`src/rtl/spi_sched_pkg.sv`:
```
// Shared types and constants for the SPI transaction scheduler (spi_sched).
package spi_sched_pkg;

    localparam int DLY_W = 4;

    typedef enum logic [2:0] {
        ST_IDLE  = 3'd0,
        ST_SETUP = 3'd1,
        ST_START = 3'd2,
        ST_XFER  = 3'd3,
        ST_HOLD  = 3'd4,
        ST_GAP   = 3'd5
    } state_t;

    typedef enum logic [1:0] {
        DTB_8  = 2'b00,
        DTB_16 = 2'b01,
        DTB_24 = 2'b10,
        DTB_32 = 2'b11
    } dtb_t;

endpackage

```
`src/rtl/spi_rr_arb.sv`:
```
// Combinational round-robin picker: first requester at or after ptr_i, wrapping.
module spi_rr_arb #(
    parameter int N  = 4,
    parameter int IW = 2
) (
    input  logic [N-1:0]  req_i,
    input  logic [IW-1:0] ptr_i,
    output logic [N-1:0]  gnt_o,
    output logic [IW-1:0] idx_o
);

    logic          found;
    logic [IW-1:0] cand;

    always_comb begin
        gnt_o = '0;
        idx_o = '0;
        found = 1'b0;
        cand  = '0;
        for (int i = 0; i < N; i++) begin
            cand = IW'((int'(ptr_i) + i) % N);
            if (!found && req_i[cand]) begin
                found       = 1'b1;
                gnt_o[cand] = 1'b1;
                idx_o       = cand;
            end
        end
    end

endmodule

```
`src/rtl/spi_sched.sv`:
```
// Arbitrates NUM_REQ requesters onto one SPI core and sequences CS setup/hold/gap.
// Optional transfer watchdog enabled by defining SPI_SCHED_TIMEOUT_EN.
module spi_sched
    import spi_sched_pkg::*;
#(
    parameter int NUM_REQ = 4,
    parameter int TMO_W   = 16
) (
    input  logic                   clk_i,
    input  logic                   rst_i,
    input  logic [NUM_REQ-1:0]     req_i,
    input  logic [2*NUM_REQ-1:0]   dtb_i,
    input  logic [DLY_W-1:0]       setup_i,
    input  logic [DLY_W-1:0]       hold_i,
    input  logic [DLY_W-1:0]       gap_i,
    input  logic [TMO_W-1:0]       tmo_i,
    output logic [NUM_REQ-1:0]     gnt_o,
    output logic [NUM_REQ-1:0]     done_o,
    output logic                   err_o,
    output logic [NUM_REQ-1:0]     nss_o,
    output logic                   core_st_o,
    output logic [1:0]             core_dtb_o,
    input  logic                   core_busy_i,
    output logic                   busy_o,
    output logic [2:0]             dbg_state_o
);

    localparam int IW = $clog2(NUM_REQ);

    state_t             state_q, state_d;
    logic [DLY_W-1:0]   cnt_q, cnt_d;
    logic [DLY_W-1:0]   hold_q, hold_d;
    logic [DLY_W-1:0]   gap_q, gap_d;
    logic [IW-1:0]      ptr_q, ptr_d;
    logic [IW-1:0]      gidx_q, gidx_d;
    logic [NUM_REQ-1:0] gnt_q, gnt_d;
    logic [NUM_REQ-1:0] nss_q, nss_d;
    logic [NUM_REQ-1:0] done_q, done_d;
    logic [1:0]         dtb_q, dtb_d;
    logic               seen_q, seen_d;
    logic [NUM_REQ-1:0] arb_gnt;
    logic [IW-1:0]      arb_idx;
    logic               tmo_hit;

    spi_rr_arb #(.N(NUM_REQ), .IW(IW)) u_arb (
        .req_i (req_i),
        .ptr_i (ptr_q),
        .gnt_o (arb_gnt),
        .idx_o (arb_idx)
    );

`ifdef SPI_SCHED_TIMEOUT_EN
    logic [TMO_W-1:0] tmo_q, tmo_d;
    logic [TMO_W-1:0] wdt_q, wdt_d;
    logic [TMO_W-1:0] wdt_inc;

    // Fires during the XFER cycle whose ordinal equals the latched limit.
    assign wdt_inc = wdt_q + TMO_W'(1);
    assign tmo_hit = (state_q == ST_XFER) && (wdt_inc == tmo_q);
`else
    logic unused_tmo;
    assign unused_tmo = ^tmo_i;
    assign tmo_hit    = 1'b0;
`endif

    always_comb begin
        state_d = state_q;
        cnt_d   = cnt_q;
        hold_d  = hold_q;
        gap_d   = gap_q;
        ptr_d   = ptr_q;
        gidx_d  = gidx_q;
        gnt_d   = gnt_q;
        nss_d   = nss_q;
        done_d  = '0;
        dtb_d   = dtb_q;
        seen_d  = seen_q;
`ifdef SPI_SCHED_TIMEOUT_EN
        tmo_d   = tmo_q;
        wdt_d   = wdt_q;
`endif
        case (state_q)
            ST_IDLE: begin
                if (|req_i) begin
                    state_d = ST_SETUP;
                    gnt_d   = arb_gnt;
                    nss_d   = ~arb_gnt;
                    gidx_d  = arb_idx;
                    dtb_d   = dtb_i[{arb_idx, 1'b0} +: 2];
                    cnt_d   = setup_i;
                    hold_d  = hold_i;
                    gap_d   = gap_i;
`ifdef SPI_SCHED_TIMEOUT_EN
                    tmo_d   = tmo_i;
`endif
                end
            end
            ST_SETUP: begin
                if (cnt_q == '0) state_d = ST_START;
                else             cnt_d   = cnt_q - DLY_W'(1);
            end
            ST_START: begin
                state_d = ST_XFER;
                seen_d  = 1'b0;
`ifdef SPI_SCHED_TIMEOUT_EN
                wdt_d   = '0;
`endif
            end
            ST_XFER: begin
                // Completion is the first busy-low cycle after busy was seen high.
                seen_d = seen_q | core_busy_i;
`ifdef SPI_SCHED_TIMEOUT_EN
                wdt_d  = wdt_inc;
`endif
                if (tmo_hit || (seen_q && !core_busy_i)) begin
                    state_d = ST_HOLD;
                    cnt_d   = hold_q;
                end
            end
            ST_HOLD: begin
                if (cnt_q == '0) begin
                    state_d = ST_GAP;
                    nss_d   = '1;
                    done_d  = gnt_q;
                    gnt_d   = '0;
                    ptr_d   = (gidx_q == IW'(NUM_REQ - 1)) ? '0 : gidx_q + IW'(1);
                    cnt_d   = gap_q;
                end else begin
                    cnt_d = cnt_q - DLY_W'(1);
                end
            end
            ST_GAP: begin
                if (cnt_q == '0) state_d = ST_IDLE;
                else             cnt_d   = cnt_q - DLY_W'(1);
            end
            default: state_d = ST_IDLE;
        endcase
    end

    always_ff @(posedge clk_i) begin
        if (rst_i) begin
            state_q <= ST_IDLE;
            cnt_q   <= '0;
            hold_q  <= '0;
            gap_q   <= '0;
            ptr_q   <= '0;
            gidx_q  <= '0;
            gnt_q   <= '0;
            nss_q   <= '1;
            done_q  <= '0;
            dtb_q   <= DTB_8;
            seen_q  <= 1'b0;
`ifdef SPI_SCHED_TIMEOUT_EN
            tmo_q   <= '0;
            wdt_q   <= '0;
`endif
        end else begin
            state_q <= state_d;
            cnt_q   <= cnt_d;
            hold_q  <= hold_d;
            gap_q   <= gap_d;
            ptr_q   <= ptr_d;
            gidx_q  <= gidx_d;
            gnt_q   <= gnt_d;
            nss_q   <= nss_d;
            done_q  <= done_d;
            dtb_q   <= dtb_d;
            seen_q  <= seen_d;
`ifdef SPI_SCHED_TIMEOUT_EN
            tmo_q   <= tmo_d;
            wdt_q   <= wdt_d;
`endif
        end
    end

    assign gnt_o       = gnt_q;
    assign done_o      = done_q;
    assign err_o       = tmo_hit;
    assign nss_o       = nss_q;
    assign core_st_o   = (state_q == ST_START);
    assign core_dtb_o  = dtb_q;
    assign busy_o      = (state_q != ST_IDLE);
    assign dbg_state_o = state_q;

endmodule

```
`config.mk`:
```
export PLATFORM = sky130hd
export DESIGN_NAME = spi_sched
export DESIGN_NICKNAME = d
export VERILOG_FILES = /design/src/rtl/spi_sched_pkg.sv /design/src/rtl/spi_rr_arb.sv /design/src/rtl/spi_sched.sv
export SDC_FILE = /design/constraint.sdc
export NUM_CORES = 1
export LEC_CHECK = 0
export CORE_ASPECT_RATIO = 0.6
export CORE_MARGIN = 1
export CORE_UTILIZATION = 40
export DETAILED_ROUTE_END_ITERATION = 8
export PLACE_DENSITY = 0.71
export SLEW_MARGIN = 20
export SYNTH_ARGS = -nofsm -noshare
export SYNTH_HDL_FRONTEND = slang
export SYNTH_SLANG_ARGS = --single-unit
```
`constraint.sdc`:
```
create_clock -name clk_i -period 4.48 [get_ports clk_i]
set_input_delay 1.344 -clock clk_i [delete_from_list [all_inputs] [get_ports clk_i]]
set_output_delay 1.344 -clock clk_i [all_outputs]
set_load 0.005 [all_outputs]
```
== After elaboration in Yosys (flattened, before gate mapping) ==
Cells that the tools add are included.

* Equal/unequal tests: 12
* Shift-type cells: 1
* Bitwise gates (word level): 7
* Multipliers: 0
* Magnitude comparators: 8
* Div/mod/pow operators: 0
* Muxes and demuxes: 46
* Add/sub/neg operators: 5
* Reduce and logical (&&, ||, !) cells: 26

{| class="wikitable"
|+ Operators by type and width
! cell !! count
|-
| $mux W4 || 12
|-
| $pmux W3 S6 || 1
|-
| $pmux W4 S2 || 2
|-
| $pmux W4 S4 || 1
|-
| $mux W3 || 5
|-
| $lt A2 B3 Y1 const B || 4
|-
| $ne A2 B2 Y1 const B || 6
|-
| $or A4 B4 Y4 || 3
|-
| $mux W1 || 11
|-
| $mux W2 || 5
|-
| $bmux W1 S2 || 4
|-
| $demux W1 S2 || 4
|-
| $ge A2 B1 Y1 const B || 4
|-
| $logic_and A1 B1 Y1 || 8
|-
| $shiftx A8 B4 Y2 || 1
|-
| $eq A3 B2 Y1 const B || 2
|-
| $eq A3 B3 Y1 const B || 2
|-
| $reduce_and A5 Y1 || 1
|-
| $add A2 B1 Y2 const B || 2
|-
| $add A2 B2 Y2 const B || 2
|-
| $logic_not A1 Y1 || 4
|-
| $logic_not A4 Y1 || 1
|-
| $not A4 Y4 || 1
|-
| $reduce_and A2 Y1 || 2
|-
| 15 further kinds || 17
|}

* Word-level logic and storage cells: 116
* Memories: 0
* Bits in latches: 0
* Flip-flop bits (word level): 34
* Bits in writable memories: 0
* ROM bits: 0

== Logic depth before layout (Yosys ltp) ==
Gate-level depths: netlist of run 1.

* Depth in word-level cells: 15
* Gate-level depth with buffers: 12
* Gate-level depth less buffers: 8

== Hierarchy ==
Synthesis of run 1 repeated with hierarchy kept, for this count alone.

* Cells, all modules: 242
* Area total of the unflattened synthesis: 2079.5 µm²

{| class="wikitable"
|+ Modules (own cells, without submodules)
! module !! instances !! seq. area each (µm²) !! cells each !! area an instance (µm²)
|-
| spi_sched || 1 || 680.7 || 194 || 1640.3
|-
| spi_rr_arb || 1 || 0.0 || 48 || 439.2
|}

== Worst setup path after synthesis of run 1 ==
No wires, ideal clock.

* Kind: input-to-reg
* Start: input port req_i[0]
* End: register gnt_q[2] (netlist: gnt_o[2])
* Required time: 4.365 ns
* Path buffers: 2
* Arrival: 2.772 ns
* Stages on the path: 8
* Path slack: 1.593 ns
* Cells stage by stage: buf_4 mux4_2 nor2b_4 buf_6 a22o_2 a22oi_1 a21oi_1 o21a_1

* Longest elaborated chain between the ends: 14
* Elaborated cells between the ends (all ways): 29
* Those cells by class: 1 x eq/ne; 17 x mux; 3 x bitwise; 8 x reduce/logical

{| class="wikitable"
|+ Ends and longest elaborated chain
! what !! RTL line !! RTL
|-
| start, declared || spi_sched.sv:11 || <nowiki>input logic [NUM_REQ-1:0] req_i,</nowiki>
|-
| $bmux W1 S2 || spi_rr_arb.sv:22 || <nowiki>if (!found && req_i[cand]) begin</nowiki>
|-
| $mux W1 (not written as such) || spi_rr_arb.sv:22 ||
|-
| $mux W1 || spi_rr_arb.sv:22 ||
|-
| $logic_not A1 Y1 || spi_rr_arb.sv:22 ||
|-
| $logic_and A1 B1 Y1 || spi_rr_arb.sv:22 ||
|-
| $mux W1 || spi_rr_arb.sv:22 ||
|-
| $logic_not A1 Y1 || spi_rr_arb.sv:22 ||
|-
| $logic_and A1 B1 Y1 || spi_rr_arb.sv:22 ||
|-
| $mux W1 || spi_rr_arb.sv:22 ||
|-
| $logic_not A1 Y1 || spi_rr_arb.sv:22 ||
|-
| $logic_and A1 B1 Y1 || spi_rr_arb.sv:22 ||
|-
| $mux W4 || spi_rr_arb.sv:22 ||
|-
| $mux W4 || spi_sched.sv:84 || <nowiki>if (|req_i) begin</nowiki>
|-
| $pmux W4 S2 || spi_sched.sv:82 || <nowiki>case (state_q)</nowiki>
|-
| end signal, assigned || spi_sched.sv:164 || <nowiki>gnt_q <= gnt_d;</nowiki>
|-
| end, declared || spi_sched.sv:36 || <nowiki>logic [NUM_REQ-1:0] gnt_q, gnt_d;</nowiki>
|}

Parallel ways exist; a longest one is shown, timed or not. The select of a mux whose other input is x is not followed.
A chain may end at the register's enable or synchronous reset.

== Final worst setup path of run 1 ==
* Start: input port req_i[0]
* End: register gnt_q[0] (netlist: gnt_o[0])

The elaborated chain is that of the path after synthesis.

==> flow_metrics.env, run 1 <==
export IMPL_critPathTopFamily="simple AND/OR/NAND/NOR gates"
export IMPL_wl_met3_um=307
export IMPL_synth_edf_count=0
export IMPL_r2r_start="ptr_q[1]"
export IMPL_synth_area_mm2=0.00212
export IMPL_grt_max_degree=23
export IMPL_cts_tree="done"
export IMPL_syn_area_per_cell_um2=8.56
export IMPL_syn_to_final_growth_pct=25.5
export IMPL_final_area_mm2=0.00266
export IMPL_ys_types=54
export IMPL_synthesis_nets=301
export IMPL_wirelength_mm=4.88
export IMPL_mostFrequentLayoutCell="clkdlybuf4s50_1"
export IMPL_hpwl_mm=3.66
export IMPL_nFillCells=488
export IMPL_synth_warnings=0
export IMPL_wirelength_met1_mm=2.57
export IMPL_first_pass_iters=4
export IMPL_globalplace_congestion=0.728
export IMPL_fin_hold_ws_ns=0.442
export IMPL_antenna_found_initial=0
export IMPL_numCtsBuffers=5
export IMPL_postRouteAntennaNets=0
export IMPL_relSlewSlack=0.643
export IMPL_cp_end_kind="flip-flop"
export IMPL_wl_per_cell_um=13.9
export IMPL_route_met2_wl_mm=1.97
export IMPL_post_cts_setup_buffer_count=0
export IMPL_hold_viol=0
export IMPL_cp_cell_sequence="clkdlybuf4s50_1 -> nor4_2 -> nor2_2 -> nor2_1 -> a21oi_1 -> a21oi_1 -> o21a_1"
export IMPL_crit_buf_inv=1
export IMPL_port_buffers=45
export IMPL_power_mw=1.19
export IMPL_place_area_mm2=0.00255
export IMPL_maxCapViolations=0
export IMPL_route_detailed_drc=0
export IMPL_p_per_area_mw_per_mm2=447
export IMPL_hold_buffers=0
export IMPL_ys_async_sr_fraction=0
export IMPL_clock_sinks=34
export IMPL_coreArea_mm2=0.00508
export IMPL_num_rows=20
export IMPL_finalCriticalPeriod_ns=3.42
export IMPL_max_freq_ghz=0.292
export IMPL_rsz0062_at_grt="false"
export IMPL_top_layer="met4"
export IMPL_status="finished, final reports clean"
export IMPL_cp_arrival_ns=3.65
export IMPL_ff_latch_area_um2=681
export IMPL_grt_usage=0.186
export IMPL_nets=338
export IMPL_grt_pass1_vias=1691
export IMPL_diodes=0
export IMPL_critical_path_max_stage_delay_ns=0.59
export IMPL_cts_root_buf="clkbuf_8"
export IMPL_critical_path_slowest_cell="clkdlybuf4s50_1"
export IMPL_clock_latency_ns=0.28
export IMPL_multi_input_area_mm2=0.00130
export IMPL_setup_violations=0
export IMPL_dr_first_iter_drc_count=105
export IMPL_dp_cells=344
export IMPL_crit_fanout=14
export IMPL_critPathKind="in -> reg"
export IMPL_fp_dieH_um=58.4
export IMPL_drive_above_1_share=0.115
export IMPL_crit_path_start_kind="input port"
export IMPL_worstPathRequired_ns=4.71
export IMPL_synth_cells=248
export IMPL_dieArea_mm2=0.00561
export IMPL_worst_pin_slew_ns=0.534
export IMPL_cts_resized=0
export IMPL_fin_skew_ns=0.00600
export IMPL_ir_drop_mv=0.186
export IMPL_grt_first_pass_wirelength_mm=7.97
export IMPL_h_tree_depth=2
export IMPL_grt_ovfl_total=0
export IMPL_ff2ff_setup_slack_ns=1.60
export IMPL_io_pins=63
export IMPL_synthFlopType="dfxtp_1"
export IMPL_min_delay_start="nss_o[0]"
export IMPL_clockBufferDepth=2
export IMPL_cpMostUsedCell="a21oi_1"
export IMPL_hold_path_class="reg -> reg"
export IMPL_startpoint="req_i[0]"
export IMPL_p_leak_nw=0.983
export IMPL_tns_ns=0
export IMPL_synth_seq_cells=34
export IMPL_slew_violations=0
export IMPL_via_per_inst=5.41
export IMPL_synth_yosys_seq_area_share=0.321
export IMPL_dieWidth_um=96.0
export IMPL_clkTransAtPathRegs_ns=0.07
export IMPL_fin_crit_sh=0.764
export IMPL_vias=1903
export IMPL_start_util=0.418
export IMPL_final_cell_mix="clkdlybuf4s50_1 (45), nand2_1 (37), dfxtp_1 (34), a21oi_1 (29)"
export IMPL_final_cells=352
report_power, final:
group	internal, mW	switching, mW	total, mW
Combinational	0.241	0.228	0.469
Sequential	0.375	0.0704	0.445
Clock	0.164	0.111	0.275
Total	0.780	0.409	1.19
sequential cells by signal (all words and copies together) (netlist names):
register and flops:
ptr_q 2, done_o 4, gidx_q 2, seen_q 1, hold_q 4, nss_o 4
core_dtb_o 2, dbg_state_o 3, gap_q 4, gnt_o 4, cnt_q 4
metal layers:
metal  track usage  up-vias
li1              -      961
met1         0.277      883
met2         0.262       54
met3        0.0504        5
met4        0.0448        0
met5             0        -
cell usage after synthesis, drive strengths merged, types with 2 or more instances:
| library cell | count | area share |
|---|---|---|
| mux4 | 3 | 0.032 |
| dfxtp | 34 | 0.32 |
| o21ai | 11 | 0.035 |
| buf | 8 | 0.034 |
| or2 | 2 | 0.0059 |
| nand3b | 2 | 0.0071 |
| a221oi | 4 | 0.017 |
| a31oi | 3 | 0.012 |
| ha | 10 | 0.059 |
| nor3b | 2 | 0.0071 |
| inv | 6 | 0.011 |
| mux2 | 2 | 0.011 |
| nor4 | 2 | 0.0088 |
| nor3 | 8 | 0.021 |
| xnor2 | 3 | 0.012 |
| mux2i | 5 | 0.024 |
| a22o | 4 | 0.019 |
| o21bai | 2 | 0.0071 |
| or3b | 2 | 0.0083 |
| o21a | 5 | 0.018 |
| nand2 | 37 | 0.065 |
| a21oi | 29 | 0.068 |
| nor2b | 3 | 0.012 |
| a22oi | 5 | 0.018 |
| and4 | 2 | 0.0083 |
| o211ai | 4 | 0.014 |
| nor2 | 11 | 0.021 |
| a211oi | 4 | 0.014 |
| nand2b | 6 | 0.018 |
| and2 | 8 | 0.024 |
| clkbuf | 9 | 0.021 |
| or3 | 2 | 0.0059 |
cell type report:
cell class	instances	area share
Clock buffer	5	0.0258
Clock inverter	3	0.0150
Inverter	7	0.0103
Multi-Input combinational cell	190	0.487
Sequential cell	34	0.256
Tap cell	66	0.0310
Timing Repair Buffer	47	0.175
cell families (layout without fill, tap and decap cells):
kind of cell	count (synthesis)	in the layout	synth area share
buffers and inverters	24	62	0.0678
XOR/XNOR	3	3	0.0124
AND/OR/NAND/NOR	90	90	0.226
AO/OA/AOI/OAI	76	76	0.246
adder cells (fa/ha/maj)	10	10	0.0590
multiplexers	10	10	0.0660
flip-flops	34	34	0.321
other	1	1	0.00177
tightest hold or removal path, delay by kind of cell (launching register included):
family	cells	cell delay, ns
flops	1	0.31
simple gates	2	0.09
path summary, 6_finish.rpt:
check	end	cells after the start
setup / recovery	gnt_o[0]	7
hold / removal	nss_o[0]	2
setup reg to reg	core_dtb_o[1]	8
hold reg to reg	nss_o[0]	2
stage by stage:
stage                     utilization  setup slack, ns
after detailed placement        0.503            0.786
final                           0.524             1.06
after floorplan                     -             1.59
after global routing            0.524            0.905
after CTS                       0.524             1.09
after global placement          0.503            0.809
No activity file was read; power rests on OpenSTA's default activity.
==> inputs of run 2 (changes only) <==
==> constraint.sdc (replaced) <==
create_clock -name clk_i -period 3.5 [get_ports clk_i]
set_input_delay 1.05 -clock clk_i [delete_from_list [all_inputs] [get_ports clk_i]]
set_output_delay 1.05 -clock clk_i [all_outputs]
set_load 0.005 [all_outputs]
==> flow_metrics.env, run 2 (same netlist as run 1, synthesis figures left out) <==
export IMPL_numCtsBuffers=5
export IMPL_hold_path_class="reg -> reg"
export IMPL_nets=342
export IMPL_cp_cell_sequence="clkdlybuf4s50_1 -> mux4_2 -> nor2b_4 -> o21ai_2 -> o21ai_4 -> mux2i_1 -> a211oi_1"
export IMPL_dieArea_mm2=0.00561
export IMPL_max_freq_ghz=0.330
export IMPL_crit_path_start_kind="input port"
export IMPL_clock_latency_ns=0.28
export IMPL_first_pass_iters=4
export IMPL_port_buffers=45
export IMPL_via_per_inst=5.36
export IMPL_grt_max_degree=23
export IMPL_clkTransAtPathRegs_ns=0.07
export IMPL_cts_resized=0
export IMPL_worst_pin_slew_ns=0.517
export IMPL_grt_usage=0.179
export IMPL_critical_path_slowest_cell="mux4_2"
export IMPL_min_delay_start="nss_o[0]"
export IMPL_cts_root_buf="clkbuf_8"
export IMPL_fin_skew_ns=0.00477
export IMPL_clock_sinks=34
export IMPL_final_cell_mix="clkdlybuf4s50_1 (45), nand2_1 (37), dfxtp_1 (34), a21oi_1 (29)"
export IMPL_grtUsageMet1=0.282
export IMPL_fin_crit_sh=0.865
export IMPL_hpwl_mm=3.58
export IMPL_tns_ns=0
export IMPL_drive_above_1_share=0.124
export IMPL_cp_end_kind="flip-flop"
export IMPL_worstSetupPathDepth=7
export IMPL_crit_fanout=11
export IMPL_post_cts_setup_buffer_count=0
export IMPL_p_per_area_mw_per_mm2=554
export IMPL_status="finished, final reports clean"
export IMPL_ff2ff_setup_slack_ns=0.61
export IMPL_slew_violations=0
export IMPL_vias=1907
export IMPL_antenna_found_initial=0
export IMPL_syn_to_final_growth_pct=26.1
export IMPL_grt_ovfl_total=0
export IMPL_postRouteAntennaNets=0
export IMPL_hold_buffers=0
export IMPL_ir_drop_mv=0.209
export IMPL_wirelength_mm=4.73
export IMPL_finalCriticalPeriod_ns=3.03
export IMPL_dieWidth_um=96.0
export IMPL_dr_first_iter_drc_count=138
export IMPL_cp_arrival_ns=3.18
export IMPL_io_pins=63
export IMPL_diodes=0
export IMPL_grt_util_met2=0.231
export IMPL_r2r_start="ptr_q[1]"
export IMPL_route_detailed_drc=0
export IMPL_num_rows=20
export IMPL_r2r_end="core_dtb_o[1]"
export IMPL_globalplace_congestion=0.754
export IMPL_rsz0062_at_grt="false"
export IMPL_grt_first_pass_wirelength_mm=7.69
export IMPL_p_leak_nw=0.992
export IMPL_critPathTopFamily="multiplexers"
export IMPL_worstPathRequired_ns=3.66
export IMPL_final_area_mm2=0.00268
export IMPL_wl_per_cell_um=13.3
export IMPL_cts_tree="done"
export IMPL_holdPathEnd="nss_o[0]"
export IMPL_start_util=0.418
export IMPL_r2r_cells=8
export IMPL_mostFrequentLayoutCell="clkdlybuf4s50_1"
export IMPL_coreArea_mm2=0.00508
export IMPL_grt_pass1_vias=1613
export IMPL_busiest_layer="met1"
export IMPL_grt_use_met3=0.0478
export IMPL_relSlewSlack=0.655
export IMPL_place_area_mm2=0.00258
export IMPL_maxCapViolations=0
export IMPL_hold_depth=2
export IMPL_critPathKind="in -> reg"
export IMPL_hold_viol=0
export IMPL_power_mw=1.48
export IMPL_h_tree_depth=2
export IMPL_setup_violations=0
export IMPL_clockBufferDepth=2
export IMPL_critical_path_max_stage_delay_ns=0.64
export IMPL_crit_buf_inv=1
export IMPL_fp_dieH_um=58.4
-- run 2: area by class of cell --
| class | instances | area (µm²) |
|---|---|---|
| well taps | 66 | 82.6 |
| inverters | 7 | 27.5 |
| repair buffers | 51 | 495 |
| fillers | 480 | 2400 |
| clock inverters | 1 | 5.00 |
| flip-flops and latches | 34 | 681 |
| clock buffers | 7 | 86.3 |
| multi-input cells | 190 | 1300 |
-- run 2: worst min-delay path: cells and delay by family, from the launching register on --
family | cells | cell delay (ns)
AND/OR/NAND/NOR | 2 | 0.09
flip-flops | 1 | 0.31
-- run 2: stage by stage --
step | utilization | instances | hold WS [ns] | setup slack, ns
after global placement | 0.509 | 348 | 0.430 | 0.218
after detailed placement | 0.509 | 348 | 0.435 | 0.229
after CTS | 0.527 | 356 | 0.446 | 0.507
after floorplan | - | 248 | 0.436 | 0.907
after global routing | 0.527 | 356 | 0.468 | 0.373
final | 0.527 | 356 | 0.442 | 0.471
-- run 2: worst max path at each step --
stage          startpoint            end
3_3_place_gp     req_i[0]  core_dtb_o[1]
3_5_place_dp     req_i[0]  core_dtb_o[1]
5_1_grt          req_i[0]  core_dtb_o[1]
2_1_floorplan    req_i[0]       gnt_o[2]
6_report         req_i[0]  core_dtb_o[1]
4_1_cts          req_i[0]  core_dtb_o[1]
-- run 2: metal layers --
metal  vias up  share of wire
met4         0         0.0057
met3         5          0.079
met5         -              0
met2        69           0.38
met1       860           0.53
li1        973              -
-- run 2: power by group --
part           switching, mW  internal (mW)  leakage, nW
Sequential            0.0884          0.480        0.280
Combinational          0.292          0.323        0.664
Clock                  0.140          0.159       0.0482
Total                  0.520          0.961        0.992
==> inputs of run 3 (changes only) <==
--- a/config.mk
+++ b/config.mk
@@ -7,9 +7,9 @@
 export LEC_CHECK = 0
 export CORE_ASPECT_RATIO = 0.6
 export CORE_MARGIN = 1
-export CORE_UTILIZATION = 40
+export CORE_UTILIZATION = 45
 export DETAILED_ROUTE_END_ITERATION = 8
-export PLACE_DENSITY = 0.71
+export PLACE_DENSITY = 0.78
 export SLEW_MARGIN = 20
 export SYNTH_ARGS = -nofsm -noshare
 export SYNTH_HDL_FRONTEND = slang
==> flow_metrics.env, run 3 (same netlist as run 1, synthesis figures left out) <==
export IMPL_power_internal_mw=0.936
export IMPL_grt_ovfl_total=0
export IMPL_final_cells=347
export IMPL_critPathKind="in -> reg"
export IMPL_clockBufferDepth=2
export IMPL_fin_crit_sh=0.863
export IMPL_combPwrFrac=0.423
export IMPL_r2r_cells=8
export IMPL_dp_cells=340
export IMPL_cts_tree="done"
export IMPL_globalplace_congestion=0.753
export IMPL_clock_sinks=34
export IMPL_r2r_start="ptr_q[1]"
export IMPL_cp_end_kind="flip-flop"
export IMPL_h_tree_depth=2
export IMPL_clkPwrFrac=0.187
export IMPL_hold_depth=2
export IMPL_antenna_found_initial=0
export IMPL_dieWidth_um=90.7
export IMPL_final_cell_mix="clkdlybuf4s50_1 (45), nand2_1 (37), dfxtp_1 (34), a21oi_1 (29)"
export IMPL_clkTransAtPathRegs_ns=0.07
export IMPL_holdPathEnd="nss_o[1]"
export IMPL_rsz0062_at_grt="false"
export IMPL_finalCriticalPeriod_ns=3.02
export IMPL_cts_root_buf="clkbuf_8"
export IMPL_clock_latency_ns=0.29
export IMPL_p_leak_nw=0.978
export IMPL_grt_util_met2=0.302
export IMPL_nets=340
export IMPL_start_util=0.493
export IMPL_coreArea_mm2=0.00430
export IMPL_crit_fanout=12
export IMPL_ff2ff_setup_slack_ns=0.64
export IMPL_wirelength_mm=4.88
export IMPL_io_pins=63
export IMPL_first_pass_iters=4
export IMPL_grt_pass1_vias=1676
export IMPL_post_cts_setup_buffer_count=0
export IMPL_route_detailed_drc=0
export IMPL_tns_ns=0
export IMPL_mostFrequentLayoutCell="clkdlybuf4s50_1"
export IMPL_port_buffers=45
export IMPL_p_switching_mw=0.528
export IMPL_vias=1972
export IMPL_ir_drop_mv=0.308
export IMPL_numCtsBuffers=5
export IMPL_worst_pin_slew_ns=0.565
export IMPL_num_rows=18
export IMPL_min_delay_start="nss_o[1]"
export IMPL_busiest_layer="met2"
export IMPL_crit_path_start_kind="input port"
export IMPL_p_per_area_mw_per_mm2=555
export IMPL_status="finished, final reports clean"
export IMPL_grt_usage=0.207
export IMPL_grt_first_pass_wirelength_mm=8.00
export IMPL_grt_use_met3=0.0560
export IMPL_pwr_share_seq=0.390
export IMPL_cts_resized=0
export IMPL_hpwl_mm=3.69
export IMPL_diodes=0
export IMPL_cp_arrival_ns=3.26
export IMPL_grt_max_degree=23
export IMPL_dieArea_mm2=0.00500
export IMPL_worstPathRequired_ns=3.74
export IMPL_wl_per_cell_um=14.1
export IMPL_swShare=0.361
export IMPL_relSlewSlack=0.622
export IMPL_r2r_end="gnt_o[0]"
export IMPL_dr_first_iter_drc_count=174
export IMPL_slew_violations=0
export IMPL_drive_above_1_share=0.118
export IMPL_max_freq_ghz=0.331
export IMPL_hold_viol=0
export IMPL_fin_skew_ns=0.00411
export IMPL_fp_dieH_um=55.2
export IMPL_grtUsageMet1=0.302
export IMPL_setup_violations=0
export IMPL_hold_buffers=0
export IMPL_maxCapViolations=0
export IMPL_syn_to_final_growth_pct=24.4
export IMPL_via_per_inst=5.68
export IMPL_hold_path_class="reg -> reg"
export IMPL_postRouteAntennaNets=0
-- run 3: changes by cell type in the layout (fill, tap and decap cells not counted), sizes merged --
| cell | previous run | this run |
|---|---|---|
| buf | 6 | 4 |
| clkbuf | 7 | 5 |
| clkinv | 2 | 3 |
-- run 3: routing by layer --
layer | wire (µm) | part of all wire | vias up
met1 | 2550 | 0.52 | 938
met4 | 25 | 0.0051 | 0
met5 | 0 | 0 | -
met2 | 2030 | 0.42 | 60
li1 | - | - | 970
met3 | 280 | 0.057 | 4
-- run 3: layout make-up --
cell class	count	area, µm²
clock buffer	5	68.8
clock inverter	2	10.0
fill	379	1660
inverter	7	27.5
multi-input combinational	190	1300
sequential	34	681
tap	60	75.1
timing repair buffer	49	480
-- run 3: worst max path at each step --
stage	startpoint	endpoint	slack (ns)	cells after the start
after detailed placement	req_i[2]	gnt_o[0]	0.22	7
final	req_i[2]	gnt_o[0]	0.48	7
after global routing	req_i[2]	gnt_o[0]	0.37	7
after floorplan	req_i[0]	gnt_o[2]	0.91	8
after CTS	req_i[2]	gnt_o[0]	0.52	7
after global placement	req_i[2]	gnt_o[0]	0.27	7
-- run 3: power by group through the flow --
| stage | registers (mW) | logic, mW | clock network (mW) |
|---|---|---|---|
| 6_report | 0.571 | 0.619 | 0.274 |
| 3_5_place_dp | 0.576 | 0.613 | 0 |
| 2_1_floorplan | 0.546 | 0.406 | 0 |
| 3_3_place_gp | 0.574 | 0.600 | 0 |
| 5_1_grt | 0.584 | 0.701 | 0.296 |
| 4_1_cts | 0.569 | 0.620 | 0.274 |
-- run 3: worst max-delay path: stages --
cell,delay [ns]
clkdlybuf4s50_1,0.69
or3b_1,0.40
a211o_1,0.32
a31oi_2,0.29
a22oi_1,0.14
a21oi_1,0.22
o21a_1,0.15
-- run 3: through the flow --
| stage | instance area (µm²) | power, mW | hold slack [ns] | setup WS [ns] | util |
|---|---|---|---|---|---|
| finish | 2640 | 1.46 | 0.442 | 0.479 | 0.614 |
| CTS | 2640 | 1.46 | 0.448 | 0.515 | 0.614 |
| detailed placement | 2560 | 1.19 | 0.439 | 0.216 | 0.595 |
| global route | 2640 | 1.58 | 0.475 | 0.370 | 0.614 |
| global placement | 2560 | 1.17 | 0.431 | 0.266 | 0.595 |
| floorplan | 2120 | 0.952 | 0.436 | 0.907 | - |
